--- src/rtl/wb_arbiter_pkg.sv ---
// Shared definitions for the writeback arbiter slice: default widths,
// the hard-wired zero register index and the requester-ID encoding.
package wb_arbiter_pkg;

    localparam int XLEN_DEFAULT = 32;
    localparam int AW_DEFAULT   = 5;
    localparam int ZERO_REG     = 0;

    typedef enum logic {
        REQ_P = 1'b0,
        REQ_M = 1'b1
    } req_id_e;

    function automatic req_id_e other_req(input req_id_e r);
        return (r == REQ_P) ? REQ_M : REQ_P;
    endfunction

endpackage

--- src/rtl/wb_scoreboard.sv ---
// Load scoreboard: tracks registers with an outstanding load and flags
// protocol errors (double issue, completion to a register never issued).
module wb_scoreboard
    import wb_arbiter_pkg::*;
#(
    parameter int AW   = AW_DEFAULT,
    parameter int NREG = 2**AW
) (
    input  logic            clk,
    input  logic            reset,
    input  logic            set_en,
    input  logic [AW-1:0]   set_addr,
    input  logic            clr_en,
    input  logic [AW-1:0]   clr_addr,
    output logic [NREG-1:0] busy_mask,
    output logic            sb_err
);

    logic [NREG-1:0] busy_d, busy_q;
    logic            err_d, err_q;
    logic            set_valid;
    logic            clr_nonzero;

    // Next busy mask and sticky error; a set applied after the clear so set wins
    always_comb begin
        busy_d      = busy_q;
        err_d       = err_q;
        set_valid   = set_en && (set_addr != AW'(ZERO_REG));
        clr_nonzero = clr_en && (clr_addr != AW'(ZERO_REG));
        if (set_valid && busy_q[set_addr]) begin
            err_d = 1'b1;
        end
        if (clr_nonzero && !busy_q[clr_addr]) begin
            err_d = 1'b1;
        end
        if (clr_nonzero) begin
            busy_d[clr_addr] = 1'b0;
        end
        if (set_valid) begin
            busy_d[set_addr] = 1'b1;
        end
    end

    // Scoreboard state register with synchronous reset
    always_ff @(posedge clk) begin
        if (reset) begin
            busy_q <= '0;
            err_q  <= 1'b0;
        end else begin
            busy_q <= busy_d;
            err_q  <= err_d;
        end
    end

    assign busy_mask = busy_q;
    assign sb_err    = err_q;

endmodule

--- src/rtl/wb_arbiter.sv ---
// Register-file writeback arbiter: two requesters (pipeline P, load unit M)
// share one write port through a 1-bit round-robin and a registered output
// stage. Optional macro WB_ARBITER_BYPASS_EN adds read-port forwarding of the
// registered write.
module wb_arbiter
    import wb_arbiter_pkg::*;
#(
    parameter int XLEN = XLEN_DEFAULT,
    parameter int AW   = AW_DEFAULT,
    parameter int NREG = 2**AW
) (
    input  logic            clk,
    input  logic            reset,
    input  logic            p_valid,
    output logic            p_ready,
    input  logic [AW-1:0]   p_addr,
    input  logic [XLEN-1:0] p_data,
    input  logic            m_valid,
    output logic            m_ready,
    input  logic [AW-1:0]   m_addr,
    input  logic [XLEN-1:0] m_data,
    input  logic            ld_issue,
    input  logic [AW-1:0]   ld_issue_addr,
    output logic            write_en,
    output logic [AW-1:0]   write_addr,
    output logic [XLEN-1:0] write_value,
    output logic [NREG-1:0] busy_mask,
`ifdef WB_ARBITER_BYPASS_EN
    input  logic [AW-1:0]   rs1_addr,
    input  logic [AW-1:0]   rs2_addr,
    input  logic [XLEN-1:0] rs1_reg,
    input  logic [XLEN-1:0] rs2_reg,
    output logic [XLEN-1:0] rs1_data,
    output logic [XLEN-1:0] rs2_data,
`endif
    output logic            sb_err
);

    req_id_e         rr_d, rr_q;
    logic            p_grant, m_grant;
    logic            p_acc, m_acc;
    logic            write_en_d, write_en_q;
    logic [AW-1:0]   write_addr_d, write_addr_q;
    logic [XLEN-1:0] write_value_d, write_value_q;

    // Grant offer: a requester is offered the port unless the other one is
    // valid and holds round-robin priority, so ready never looks at its own
    // valid. The RR bit only moves on a real conflict.
    always_comb begin
        p_grant = 1'b0;
        m_grant = 1'b0;
        rr_d    = rr_q;
        if (!reset) begin
            p_grant = !m_valid || (rr_q == REQ_P);
            m_grant = !p_valid || (rr_q == REQ_M);
            if (p_valid && m_valid) begin
                rr_d = other_req(rr_q);
            end
        end
        p_acc = p_valid && p_grant;
        m_acc = m_valid && m_grant;
    end

    // Output stage next state: an accepted transfer is written one cycle
    // later, except to x0 which is consumed without a write
    always_comb begin
        write_en_d    = 1'b0;
        write_addr_d  = write_addr_q;
        write_value_d = write_value_q;
        if (p_acc && (p_addr != AW'(ZERO_REG))) begin
            write_en_d    = 1'b1;
            write_addr_d  = p_addr;
            write_value_d = p_data;
        end else if (m_acc && (m_addr != AW'(ZERO_REG))) begin
            write_en_d    = 1'b1;
            write_addr_d  = m_addr;
            write_value_d = m_data;
        end
    end

    // Arbiter and output-stage registers; reset discards any pending write
    always_ff @(posedge clk) begin
        if (reset) begin
            rr_q          <= REQ_M;
            write_en_q    <= 1'b0;
            write_addr_q  <= '0;
            write_value_q <= '0;
        end else begin
            rr_q          <= rr_d;
            write_en_q    <= write_en_d;
            write_addr_q  <= write_addr_d;
            write_value_q <= write_value_d;
        end
    end

    assign p_ready     = p_grant;
    assign m_ready     = m_grant;
    assign write_en    = write_en_q;
    assign write_addr  = write_addr_q;
    assign write_value = write_value_q;

    wb_scoreboard #(
        .AW   (AW),
        .NREG (NREG)
    ) u_scoreboard (
        .clk       (clk),
        .reset     (reset),
        .set_en    (ld_issue),
        .set_addr  (ld_issue_addr),
        .clr_en    (m_acc),
        .clr_addr  (m_addr),
        .busy_mask (busy_mask),
        .sb_err    (sb_err)
    );

`ifdef WB_ARBITER_BYPASS_EN
    // Forward the registered write to the read ports; x0 is never forwarded
    always_comb begin
        rs1_data = rs1_reg;
        rs2_data = rs2_reg;
        if (write_en_q && (write_addr_q == rs1_addr) && (rs1_addr != AW'(ZERO_REG))) begin
            rs1_data = write_value_q;
        end
        if (write_en_q && (write_addr_q == rs2_addr) && (rs2_addr != AW'(ZERO_REG))) begin
            rs2_data = write_value_q;
        end
    end
`endif

endmodule

--- config.mk ---
export PLATFORM = sky130hd
export DESIGN_NAME = wb_arbiter
export DESIGN_NICKNAME = d
export VERILOG_FILES = /design/src/rtl/wb_arbiter_pkg.sv /design/src/rtl/wb_scoreboard.sv /design/src/rtl/wb_arbiter.sv
export SDC_FILE = /design/constraint.sdc
export NUM_CORES = 1
export LEC_CHECK = 0
export BUFFER_PORTS_ARGS = -buffer_cell sky130_fd_sc_hd__buf_4
export CAP_MARGIN = 20
export CORE_MARGIN = 8
export CORE_UTILIZATION = 52
export DETAILED_ROUTE_END_ITERATION = 12
export PLACE_DENSITY = 0.87
export SETUP_SLACK_MARGIN = 0.4
export SLEW_MARGIN = 20
export SYNTH_ARGS = -nofsm -noshare
export SYNTH_HDL_FRONTEND = slang
export SYNTH_HIERARCHICAL = 1
export SYNTH_SLANG_ARGS = --single-unit
--- constraint.sdc ---
create_clock -name clk -period 4.52 [get_ports clk]
set_clock_uncertainty 0.1 [all_clocks]
set_input_delay 0.904 -clock clk [delete_from_list [all_inputs] [get_ports clk]]
set_output_delay 0.904 -clock clk [all_outputs]
set_load 0.1 [all_outputs]
## Word level (Yosys, flattened, before mapping)

Index checks and enable logic that the tools add are counted.

| operators by class | value |
|---|---|
| magnitude comparators | 4 |
| multiplexer cells | 21 |
| reduce and logical (&&, ||, !) cells | 20 |
| bitwise gates (word level) | 4 |

Operator list:

| kind | count |
|---|---|
| $mux 32 | 4 |
| $and 32x32->32 | 1 |
| $not 32->32 | 1 |
| $or 32x32->32 | 1 |
| $reduce_bool 5->1 | 3 |
| $lt 5x6->1 const B | 2 |
| $mux 1 | 11 |
| $bmux 1 s5 | 2 |
| $demux 1 s5 | 2 |
| $ge 5x1->1 const B | 2 |
| $logic_and 1x1->1 | 10 |
| $mux 5 | 2 |
| $reduce_bool 2->1 | 2 |
| $logic_not 1->1 | 3 |
| $logic_or 1x1->1 | 2 |
| $not 1->1 | 1 |

| word-level totals | value |
|---|---|
| output and inout bits | 73 |
| bits of input ports | 84 |
| logic and storage cells | 55 |
| flip-flop bits (word level) | 72 |

## Depth between registers and ports, before layout

Gate-level depths: netlist of the first run.

| depth | value |
|---|---|
| depth after elaboration | 9 |
| mapped depth | 10 |
| mapped depth without buffers | 8 |

## Hierarchy

The synthesis of the first run kept the hierarchy.

Modules (own cells, without submodules):

| module | cells each | area each (µm²) | instances |
|---|---|---|---|
| wb_scoreboard | 229 | 1,950.6 | 1 |
| wb_arbiter | 229 | 1,854.3 | 1 |

## Worst setup path after synthesis of the first run

Ideal clock, no wire load.

| timing | value |
|---|---|
| kind | input to register |
| from | in m_valid |
| to | reg write_value_q[0] (netlist: write_value[0]) |
| setup slack | 945 ps |
| arrival | 3,384 ps |
| stages on the path | 5 |
| setup time | 91 ps |
| cells stage by stage | a21oi_1 o211ai_2 buf_4 buf_2 a311oi_1 |

| on the way | value |
|---|---|
| cells in the longest elaborated chain, start to end | 6 |
| elaborated cells between the ends (all ways) | 9 |
| those cells by class | mux (2); reduce/logical (7) |

RTL lines:

| element | line | text |
|---|---|---|
| start: declaration | wb_arbiter.sv:18 | `input logic m_valid,` |
| $logic_not 1->1 | wb_arbiter.sv:54 | `p_grant = !m_valid \|\| (rr_q == REQ_P);` |
| $logic_or 1x1->1 | wb_arbiter.sv:54 |  |
| $mux 1 | wb_arbiter.sv:53 | `if (!reset) begin` |
| $logic_and 1x1->1 | wb_arbiter.sv:60 | `p_acc = p_valid && p_grant;` |
| $logic_and 1x1->1 | wb_arbiter.sv:70 | `if (p_acc && (p_addr != AW'(ZERO_REG))) begin` |
| $mux 32 or $reduce_bool 2->1 (tied branches) | n/a |  |
| end signal: assignment | wb_arbiter.sv:92 | `write_value_q <= write_value_d;` |
| end: declaration | wb_arbiter.sv:44 | `logic [XLEN-1:0] write_value_d, write_value_q;` |

Parallel ways exist; a longest one is shown, timed or not.
A chain may end at the register's enable or synchronous reset.

## Final worst setup path of the first run

| timing | value |
|---|---|
| from | in reset |
| to | out p_ready |

| on the way | value |
|---|---|
| cells in the longest elaborated chain, start to end | 1 |

RTL lines:

| element | line | text |
|---|---|---|
| start: declaration | wb_arbiter.sv:13 | `input logic reset,` |
| $mux 1 | wb_arbiter.sv:53 |  |
| end: declaration | wb_arbiter.sv:15 | `output logic p_ready,` |

Every way passes these cells.

==> results of run 1 <==
==> synth_stat cells (2+ instances only) <==
cell | instances | area (um2)
nor3b_2 | 2 | 25.0
a32oi_1 | 3 | 26.3
nor4_2 | 2 | 25.0
inv_1 | 3 | 11.3
o21ai_0 | 67 | 335
a311oi_1 | 35 | 307
buf_4 | 3 | 22.5
nand4_1 | 3 | 18.8
nand3_1 | 38 | 190
nor2b_1 | 7 | 43.8
a211oi_1 | 2 | 15.0
buf_6 | 3 | 33.8
mux4_2 | 4 | 90.1
mux2_2 | 14 | 158
a21oi_1 | 34 | 170
and3b_1 | 2 | 17.5
or3_1 | 2 | 12.5
or3b_2 | 2 | 17.5
nand3b_1 | 5 | 37.5
dfxtp_1 | 72 | 1440
nor2_1 | 36 | 135
and3_1 | 4 | 25.0
clkbuf_1 | 20 | 75.1
buf_2 | 13 | 65.1
mux2i_1 | 9 | 90.1
a2bb2oi_1 | 2 | 17.5
buf_1 | 2 | 7.51
o31ai_1 | 2 | 15.0
a22oi_1 | 5 | 37.5
nand2b_1 | 5 | 31.3
nand2_1 | 40 | 150
==> stage by stage <==
step | cell area [um2] | setup slack (ns) | hold slack, ns
2_1_floorplan | 3800 | 0.945 | 0.408
3_3_place_gp | 4910 | 1.28 | 0.378
3_5_place_dp | 4910 | 1.18 | 0.382
4_1_cts | 5100 | 1.35 | 0.394
5_1_grt | 5120 | 1.28 | 0.411
6_report | 5120 | 1.36 | 0.390
==> sequential cells by signal (all words and copies together), names as in the netlist <==
signal,cells
write_value,32
write_addr,5
write_en,1
rr_q,1
u_scoreboard/sb_err,1
u_scoreboard/busy_mask,32
==> layout make-up <==
type                       count  area, um2
sequential                    72       1440
fill                         575       2050
clock inverter                 6       61.3
clock buffer                   9        124
timing repair buffer         159       1200
multi-input combinational    340       2150
tap                           99        124
inverter                       4       15.0
==> metal layers <==
metal | part of all wire [%] | wire length [um] | global-route usage (%)
met2 | 47 | 6550 | 40.6
met3 | 11 | 1490 | 6.25
met4 | 2.5 | 346 | 10.2
met1 | 39 | 5450 | 32.3
met5 | 0 | 0 | 0
==> worst reg2reg max path: stages, from the launching register on <==
cell and delay [ns]:
dfxtp_1 0.36, nand2b_1 0.13, nand2_1 0.08, inv_2 0.54, nor2b_1 0.31, nand2_1 0.29, o21ai_0 0.29, a21oi_1 0.10
==> cell families after synthesis <==
kind of cell	synth area share (%)
simple gates	21.8
buf+inv	5.89
flops	37.9
mux	8.88
compound gates	25.6
==> where the power goes <==
group	switching, mW	internal, mW
Combinational	0.382	0.136
Sequential	0.0201	0.668
Clock	0.244	0.250
==> how the worst max path moves through the flow <==
stage	start	end	slack, ns	depth (start not counted)
floorplan	m_valid	write_value[0]	0.94	5
global placement	p_addr[1]	write_addr[1]	1.28	6
detailed placement	p_addr[1]	write_value[23]	1.18	6
CTS	reset	p_ready	1.35	3
global route	reset	p_ready	1.28	3
finish	reset	p_ready	1.36	3
==> reports/qor.csv, run 1 <==
stage;metric;value;unit
run_status;status;completed;
hold_path;min-delay src;u_scoreboard/busy_mask[0];
yosys;Mapped Cells;458;
yosys;Syn Nets;542;
die;chip width;102;um
yosys;Primary FF master, synth;dfxtp_1;
critical_path;CP Cell Sequence;buf_4 -> a21oi_1 -> buf_4;
yosys;Ys Warns;6;
yosys;Post-synth EDFFs;0;
cts;CTS tree;built;
global_routing;final global-route overflow total;0;
power_and_ir_drop;Max VDD drop;163;uV
timing;RSZ-0062 raised after global routing;no;
layout;Post-Layout Cell Count;689;
critical_path;R2R Path Start;rr_q;
layout;number of diodes;0;
placed_design;placed wire-length estimate;9580;um
die;die height;102;um
global_routing;vias in the first global route;4031;
timing;period utilization;69.8;%
die;initial core utilization;53.0;%
critical_path;CP bufs+invs;2;
timing;final setup TNS;0;ns
critical_path;reg2reg end;u_scoreboard/busy_mask[17];
global_routing;GRT Overall Usage;25.5;%
layout;utilization after layout;71.4;%
timing;Peak Freq;317;MHz
cts;Reg clk slew, reported paths;0.07;ns
timing;Period minus WS final;3.16;ns
yosys;Cell Area, Synth;3800;um2
die;Die Area;10300;um2
detailed_routing;detailed router's first-iteration violation count;340;
placed_design;I/O Buffers;156;
timing;Setup violations, final;0;
cts;clk root buf;clkbuf_8;
critical_path;Crit path max-delay family;buffers and inverters;
placed_design;Placed Cells incl. Taps;673;
detailed_routing;post-route DRC violation count;0;
critical_path;Worst path most repeated cell;buf_4;
detailed_routing;final wirelength;13800;um
critical_path;CP max stage cell;a21oi_1;
cts;postcts setup bufs;0;
timing;Hold Vio Cnt, Final;0;
hold_path;Worst Hold Depth;1;
flow_run;Max-cap violations;0;
die;Std-Cell Rows;31;
placed_design;GPL Wtd Cong;0.953;
yosys;#FFs+latches synth;72;
layout;nets@finish;670;
layout;most frequent cells in the layout;buf_4 (158), dfxtp_1 (72), o21ai_0 (67);
power_and_ir_drop;Cell Pwr Density;332;nW/um2
timing;pins over their slew limit;0;
hold_path;HP Class;reg2reg;
critical_path;worst endpoint required time;3.52;ns
power_and_ir_drop;Leak;2.07;nW
global_routing;initial antenna violation count;0;
critical_path;CP peak stage delay;0.51;ns
layout;commonest non-fill, non-tap cell in the layout;buf_4;
cts;CTS Buf Count;9;
yosys;Async SR Flop Fraction;0;%
critical_path;Reg2Reg Depth;7;
critical_path;Crit. End Element;output pin;
global_routing;first-pass GRT wire length;20900;um
detailed_routing;DR vias/cell;6.19;
critical_path;WP data arrival;2.15;ns
yosys;post-synthesis sequential area ratio;37.9;%
critical_path;worst reg-to-reg setup slack;2.17;ns
cts;clk_lat worst skew;0.34;ns
critical_path;critical path type;in2out;
cts;CTS Buffer Depth;2;
detailed_routing;drt wl/cell;20.1;um
cts;# clock sinks;72;
timing;worst rel slew slack;42.1;%
hold_path;hold endpoint;u_scoreboard/busy_mask[0];
detailed_routing;Antenna Nets Post-Route;0;
die;I/O Pins;157;
cts;Post-CTS Hold Buffers;0;
yosys;Synth cell types;48;
cts;H-tree Lvls;3;
critical_path;CP Max Fanout;75;
layout;layout cells sized above 1;35.1;%
yosys;Avg Cell Area, Syn;8.31;um2
timing;actual slew at the worst max-slew pin;0.861;ns
global_routing;largest net degree at the start of global routing;76;
layout;area grow syn2layout;34.6;%
detailed_routing;vias post-DR;4266;
detailed_routing;TritonRoute pass-1 iters;6;
die;Core Area;7180;um2
power_and_ir_drop;Final Power;1.70;mW
critical_path;CP Launch Type;input pin;
cts;Post-CTS Resized;0;
(Power assumes the default switching activity.)
==> run 2: changes to the inputs <==
--- a/config.mk
+++ b/config.mk
@@ -5,12 +5,13 @@
 export SDC_FILE = /design/constraint.sdc
 export NUM_CORES = 1
 export LEC_CHECK = 0
+export ABC_AREA = 1
 export BUFFER_PORTS_ARGS = -buffer_cell sky130_fd_sc_hd__buf_4
 export CAP_MARGIN = 20
 export CORE_MARGIN = 8
-export CORE_UTILIZATION = 52
+export CORE_UTILIZATION = 50
 export DETAILED_ROUTE_END_ITERATION = 12
-export PLACE_DENSITY = 0.87
+export PLACE_DENSITY = 0.82
 export SETUP_SLACK_MARGIN = 0.4
 export SLEW_MARGIN = 20
 export SYNTH_ARGS = -nofsm -noshare
==> constraint.sdc (replaced) <==
create_clock -name clk -period 3.26 [get_ports clk]
set_clock_uncertainty 0.1 [all_clocks]
set_input_delay 0.652 -clock clk [delete_from_list [all_inputs] [get_ports clk]]
set_output_delay 0.652 -clock clk [all_outputs]
set_load 0.1 [all_outputs]
==> reports/qor.csv, run 2 <==
stage;metric;value;unit
run_status;status;completed;
cts;clk root buf;clkbuf_8;
cts;postcts setup bufs;0;
yosys;Async SR Flop Fraction;0;%
timing;Fin Hold WS;0.382;ns
layout;nets@finish;892;
detailed_routing;TritonRoute pass-1 iters;6;
cts;CTS Buf Count;9;
placed_design;GPL Wtd Cong;0.937;
die;initial core utilization;50.9;%
cts;Post-CTS Hold Buffers;0;
cts;# clock sinks;72;
yosys;Synth Area in XOR/XNOR;0;%
yosys;main combinational cell family by area after synthesis;simple AND/OR/NAND/NOR gates;
power_and_ir_drop;Max VDD drop;280;uV
die;I/O Pins;157;
yosys;most frequent cells after synthesis;nand2_1 (236), dfxtp_1 (72), nor2_1 (70);
timing;worst rel slew slack;49.3;%
yosys;Compound-Gate Fraction of Synth Area;13.4;%
timing;Peak Freq;429;MHz
global_routing;final global-route overflow total;0;
critical_path;CP Max Fanout;55;
critical_path;critical path type;in2reg;
yosys;Ys Warns;6;
yosys;Avg Cell Area, Syn;6.16;um2
hold_path;HP Class;reg2reg;
detailed_routing;DR vias/cell;5.36;
critical_path;worst endpoint required time;3.40;ns
critical_path;Crit. End Element;register;
yosys;post-synthesis sequential area ratio;34.8;%
layout;area grow syn2layout;31.8;%
yosys;#FFs+latches synth;72;
power_and_ir_drop;Cell Pwr Density;444;nW/um2
cts;H-tree Lvls;3;
critical_path;Crit path max-delay family;simple AND/OR/NAND/NOR gates;
power_and_ir_drop;Final Power;2.42;mW
detailed_routing;detailed router's first-iteration violation count;353;
yosys;Mapped Cells;672;
power_and_ir_drop;Logic pwr share;30.6;%
yosys;Yosys top cell by area;dfxtp_1;
die;die height;107;um
detailed_routing;final wirelength;14000;um
detailed_routing;post-route DRC violation count;0;
global_routing;initial antenna violation count;0;
yosys;share of the synthesized area in the top cell type;34.8;%
timing;actual slew at the worst max-slew pin;0.757;ns
yosys;Cell Area, Synth;4140;um2
placed_design;I/O Buffers;156;
cts;CTS Buffer Depth;2;
yosys;Syn Nets;756;
yosys;Post-synth EDFFs;0;
power_and_ir_drop;clock network fraction of design power;29.9;%
layout;layout cells sized above 1;25.5;%
power_and_ir_drop;Leak;2.72;nW
detailed_routing;drt wl/cell;15.2;um
yosys;most common cell in the netlist;nand2_1;
power_and_ir_drop;sequential share of power;39.4;%
yosys;Primary FF master, synth;dfxtp_1;
die;Die Area;11400;um2
power_and_ir_drop;Internal Power;1.47;mW
timing;Setup violations, final;0;
global_routing;largest net degree at the start of global routing;56;
yosys;ranking of synthesized cells by area;dfxtp_1 (35%), nand2_1 (21%), nand3_1 (7.9%), nor2_1 (6.3%), a21oi_1 (6.0%);
power_and_ir_drop;switching power;951;uW
placed_design;placed wire-length estimate;10400;um
timing;RSZ-0062 raised after global routing;no;
cts;clk_lat worst skew;0.34;ns
die;Core Area;8130;um2
die;Std-Cell Rows;33;
cts;CTS tree;built;
critical_path;CP bufs+invs;2;
timing;period utilization;71.5;%
layout;most frequent cells in the layout;nand2_1 (236), buf_4 (158), dfxtp_1 (72);
global_routing;GRT Overall Usage;24.0;%
yosys;Synth cell types;25;
global_routing;first-pass GRT wire length;22600;um
timing;Hold Vio Cnt, Final;0;
critical_path;CP Launch Type;input pin;
critical_path;CP max stage cell;nand2_4;
flow_run;Max-cap violations;0;
yosys;post-synthesis mux area share;0;%
critical_path;CP Cell Sequence;buf_4 -> inv_2 -> nand2_4 -> nor2_8 -> nand2_4 -> nand2_4 -> nand2_1 -> nor2_1 -> nor2_1;
global_routing;vias in the first global route;4773;
timing;pins over their slew limit;0;
detailed_routing;vias post-DR;4921;
cts;Post-CTS Resized;0;
yosys;simple-gate area share of the yosys netlist;41.8;%
critical_path;Worst path most repeated cell;nand2_4;
power_and_ir_drop;Sw Share;39.3;%
critical_path;WP data arrival;2.47;ns
detailed_routing;Antenna Nets Post-Route;0;
cts;Reg clk slew, reported paths;0.09;ns
layout;commonest non-fill, non-tap cell in the layout;nand2_1;
layout;number of diodes;0;
yosys;Post-Synth Adder-Cell Area;0;%
timing;final setup TNS;0;ns
critical_path;CP peak stage delay;0.49;ns
die;chip width;107;um
timing;Period minus WS final;2.33;ns
## run 2: cell types whose count changed in the layout (fill, tap and decap cells not counted), moves of 14 or more
| cell | change |
|---|---|
| nand2_1 | +196 |
| inv_1 | +38 |
| a311oi_1 | -35 |
| nor2_1 | +33 |
| o21ai_0 | -30 |
| nand3_1 | +27 |
| o21ai_1 | +22 |
| a21oi_1 | +16 |
| mux2_2 | -14 |
## run 2: path summary, 6_finish.rpt
check / start / end / slack [ns] / cells after the start
setup / recovery: reset / write_value[4] / 0.93 / 9
hold / removal: u_scoreboard/busy_mask[0] / u_scoreboard/busy_mask[0] / 0.38 / 2
setup reg to reg: rr_q / write_value[4] / 1.26 / 8
hold reg to reg: u_scoreboard/busy_mask[0] / u_scoreboard/busy_mask[0] / 0.38 / 2
## run 2: cell families (layout without fill, tap and decap cells)
logic type,Yosys count,in the layout
AOI/OAI and AO/OA,110,110
DFF,72,72
buffers and inverters,89,230
and+or+nand+nor,401,401
## run 2: worst reg2reg max path, cell delays in order, from the launching register on
cell,delay [ns]
dfxtp_1,0.34
nand2_2,0.08
nand2_4,0.07
nor2_8,0.25
nand2_4,0.28
nand2_4,0.49
nand2_1,0.11
nor2_1,0.13
nor2_1,0.06
## run 2: per-stage QoR
| step | cell area [um2] | utilization [%] | instances | worst slack (ns) |
|---|---|---|---|---|
| global placement | 5260 | 64.6 | 902 | 0.656 |
| CTS | 5460 | 67.1 | 918 | 0.954 |
| detailed placement | 5260 | 64.6 | 902 | 0.598 |
| global route | 5460 | 67.1 | 918 | 0.734 |
| floorplan | 4140 | - | 672 | 0.644 |
| finish | 5460 | 67.1 | 918 | 0.929 |
## run 2: per-layer routing
layer / vias up / share of wire (%) / GRT usage, %
met5: - / 0 / 0
met3: 34 / 9.9 / 5.64
met1: 2205 / 41 / 30.0
li1: 2421 / - / -
met2: 261 / 47 / 39.2
met4: 0 / 2.2 / 8.84
## run 2: area by class of cell
class | instances | area (um2)
Clock buffer | 9 | 124
Clock inverter | 7 | 76.3
Fill cell | 735 | 2680
Inverter | 56 | 210
Multi-Input combinational cell | 511 | 2290
Sequential cell | 72 | 1440
Tap cell | 105 | 131
Timing Repair Buffer | 158 | 1190
## run 2: power groups by stage
stage	Clock [mW]	Sequential (mW)	Combinational (mW)
2_1_floorplan	0	1.29	0.221
3_3_place_gp	0	0.972	0.729
3_5_place_dp	0	0.973	0.739
4_1_cts	0.737	0.954	0.740
5_1_grt	0.782	0.959	0.783
6_report	0.725	0.955	0.741
==> run 3: changes to the inputs <==
--- a/config.mk
+++ b/config.mk
@@ -9,9 +9,9 @@
 export BUFFER_PORTS_ARGS = -buffer_cell sky130_fd_sc_hd__buf_4
 export CAP_MARGIN = 20
 export CORE_MARGIN = 8
-export CORE_UTILIZATION = 50
+export CORE_UTILIZATION = 45
 export DETAILED_ROUTE_END_ITERATION = 12
-export PLACE_DENSITY = 0.82
+export PLACE_DENSITY = 0.78
 export SETUP_SLACK_MARGIN = 0.4
 export SLEW_MARGIN = 20
 export SYNTH_ARGS = -nofsm -noshare
==> constraint.sdc (replaced) <==
create_clock -name clk -period 2.1 [get_ports clk]
set_clock_uncertainty 0.1 [all_clocks]
set_input_delay 0.42 -clock clk [delete_from_list [all_inputs] [get_ports clk]]
set_output_delay 0.42 -clock clk [all_outputs]
set_load 0.1 [all_outputs]
==> reports/qor.csv, run 3 (synthesized netlist as in run 2, its figures left out) <==
stage;metric;value;unit
cts;clk_lat worst skew;0.35;ns
global_routing;met2 GRT Util;39.4;%
layout;Design Area, Final;5640;um2
detailed_routing;vias post-DR;4949;
detailed_routing;post-route DRC violation count;0;
cts;# clock sinks;72;
cts;CTS Buf Count;9;
detailed_routing;Antenna Nets Post-Route;0;
cts;Reg clk slew, reported paths;0.08;ns
layout;utilization after layout;62.3;%
global_routing;largest net degree at the start of global routing;56;
critical_path;Reg2Reg Depth;7;
cts;CTS tree;built;
hold_path;HP Class;in2reg;
layout;nets@finish;908;
timing;Hold Vio Cnt, Final;0;
power_and_ir_drop;Cell Pwr Density;655;nW/um2
die;Die Area;12500;um2
placed_design;Cell Area, Placed;5430;um2
die;initial core utilization;45.7;%
layout;layout cells sized above 1;31.1;%
timing;Peak Freq;594;MHz
critical_path;critical path type;reg2reg;
die;chip width;112;um
detailed_routing;drt wl/cell;15.6;um
layout;area grow syn2layout;36.3;%
critical_path;CP Launch Type;register;
timing;actual slew at the worst max-slew pin;0.459;ns
critical_path;WP data arrival;1.81;ns
global_routing;gr busiest metal;met2;
die;I/O Pins;157;
global_routing;final global-route overflow total;0;
detailed_routing;detailed router's first-iteration violation count;332;
global_routing;M3 GR Usage;6.01;%
die;Std-Cell Rows;35;
placed_design;GPL Wtd Cong;0.977;
timing;worst rel slew slack;69.3;%
power_and_ir_drop;Max VDD drop;415;uV
critical_path;reg2reg end;u_scoreboard/busy_mask[24];
timing;Setup violations, final;0;
layout;Post-Layout Cell Count;940;
critical_path;R2R Path Start;rr_q;
critical_path;Crit. End Element;register;
timing;Period minus WS final;1.68;ns
global_routing;vias in the first global route;4983;
layout;commonest non-fill, non-tap cell in the layout;nand2_1;
global_routing;first-pass GRT wire length;24000;um
global_routing;GRT Overall Usage;23.1;%
run_status;status;completed;
critical_path;critical path launch point;rr_q;
placed_design;Placed Cells incl. Taps;924;
layout;Filler Cell Count;872;
layout;number of diodes;0;
placed_design;I/O Buffers;156;
detailed_routing;TritonRoute pass-1 iters;5;
power_and_ir_drop;Leak;2.82;nW
timing;final setup TNS;0;ns
layout;most frequent cells in the layout;nand2_1 (236), buf_4 (172), nor2_1 (68);
cts;H-tree Lvls;3;
timing;period utilization;80.1;%
flow_run;Max-cap violations;0;
cts;clk root buf;clkbuf_8;
die;Core Area;9060;um2
hold_path;min-delay src;m_valid;
critical_path;CP Max Fanout;7;
timing;pins over their slew limit;0;
global_routing;M1 GR Usage;26.9;%
critical_path;worst reg-to-reg setup slack;0.42;ns
placed_design;placed wire-length estimate;10900;um
timing;RSZ-0062 raised after global routing;yes;
critical_path;worst endpoint required time;2.22;ns
critical_path;Critical Path Sink;u_scoreboard/busy_mask[24];
detailed_routing;DR vias/cell;5.26;
cts;CTS Buffer Depth;2;
detailed_routing;final wirelength;14700;um
die;die height;112;um
global_routing;initial antenna violation count;0;
[run 3: worst min path at each step]
stage,endpoint,slack (ns),cells past startpoint
after floorplan,rr_q,0.44,1
after global placement,u_scoreboard/busy_mask[0],0.35,2
after detailed placement,u_scoreboard/busy_mask[0],0.35,2
after CTS,rr_q,0.21,2
after global routing,rr_q,0.23,2
final,rr_q,0.22,2
[run 3: cell type report]
| class | count | area (um2) | area share (%) |
|---|---|---|---|
| Clock buffer | 10 | 138 | 2.44 |
| Tap cell | 111 | 139 | 2.46 |
| Sequential cell | 72 | 1480 | 26.3 |
| Timing Repair Buffer | 174 | 1320 | 23.4 |
| Clock inverter | 6 | 42.5 | 0.754 |
| Multi-Input combinational cell | 511 | 2310 | 40.9 |
| Inverter | 56 | 210 | 3.72 |
[run 3: stage by stage]
step | setup WS, ns | hold WS [ns] | power, mW
after floorplan | 0.369 | 0.442 | 2.34
after global placement | 0.274 | 0.345 | 2.67
after detailed placement | 0.199 | 0.349 | 2.68
after CTS | 0.384 | 0.212 | 3.70
after global routing | 0.338 | 0.230 | 3.85
final | 0.418 | 0.224 | 3.70
[run 3: critical path, cell delays in order, from the launching register on]
cell     delay, ns
dfxtp_2       0.36
inv_1         0.06
nand2_1       0.06
nand3_2       0.08
inv_2         0.14
nand3_1       0.37
o21ai_0       0.30
a21oi_1       0.08
[run 3: metal layers]
layer / part of all wire (%) / wire length, um
met1: 40 / 5900
met2: 49 / 7130
met3: 8.9 / 1300
met4: 2.4 / 360
met5: 0 / 0
[run 3: repair_timing]
item                                   CTS  global route
cloned                                   0             0
gates resized for setup                  3             5
setup buffers                            0             0
hold buffers                             0             0
endpoints found under the hold margin    0             0
setup endpoints to repair                3            29
[run 3: power breakdown]
group          switching (mW)  internal, mW  leakage [nW]
clock network           0.571         0.465        0.0891
logic                   0.873         0.310          2.12
registers              0.0426          1.44         0.604
total                    1.49          2.21          2.82
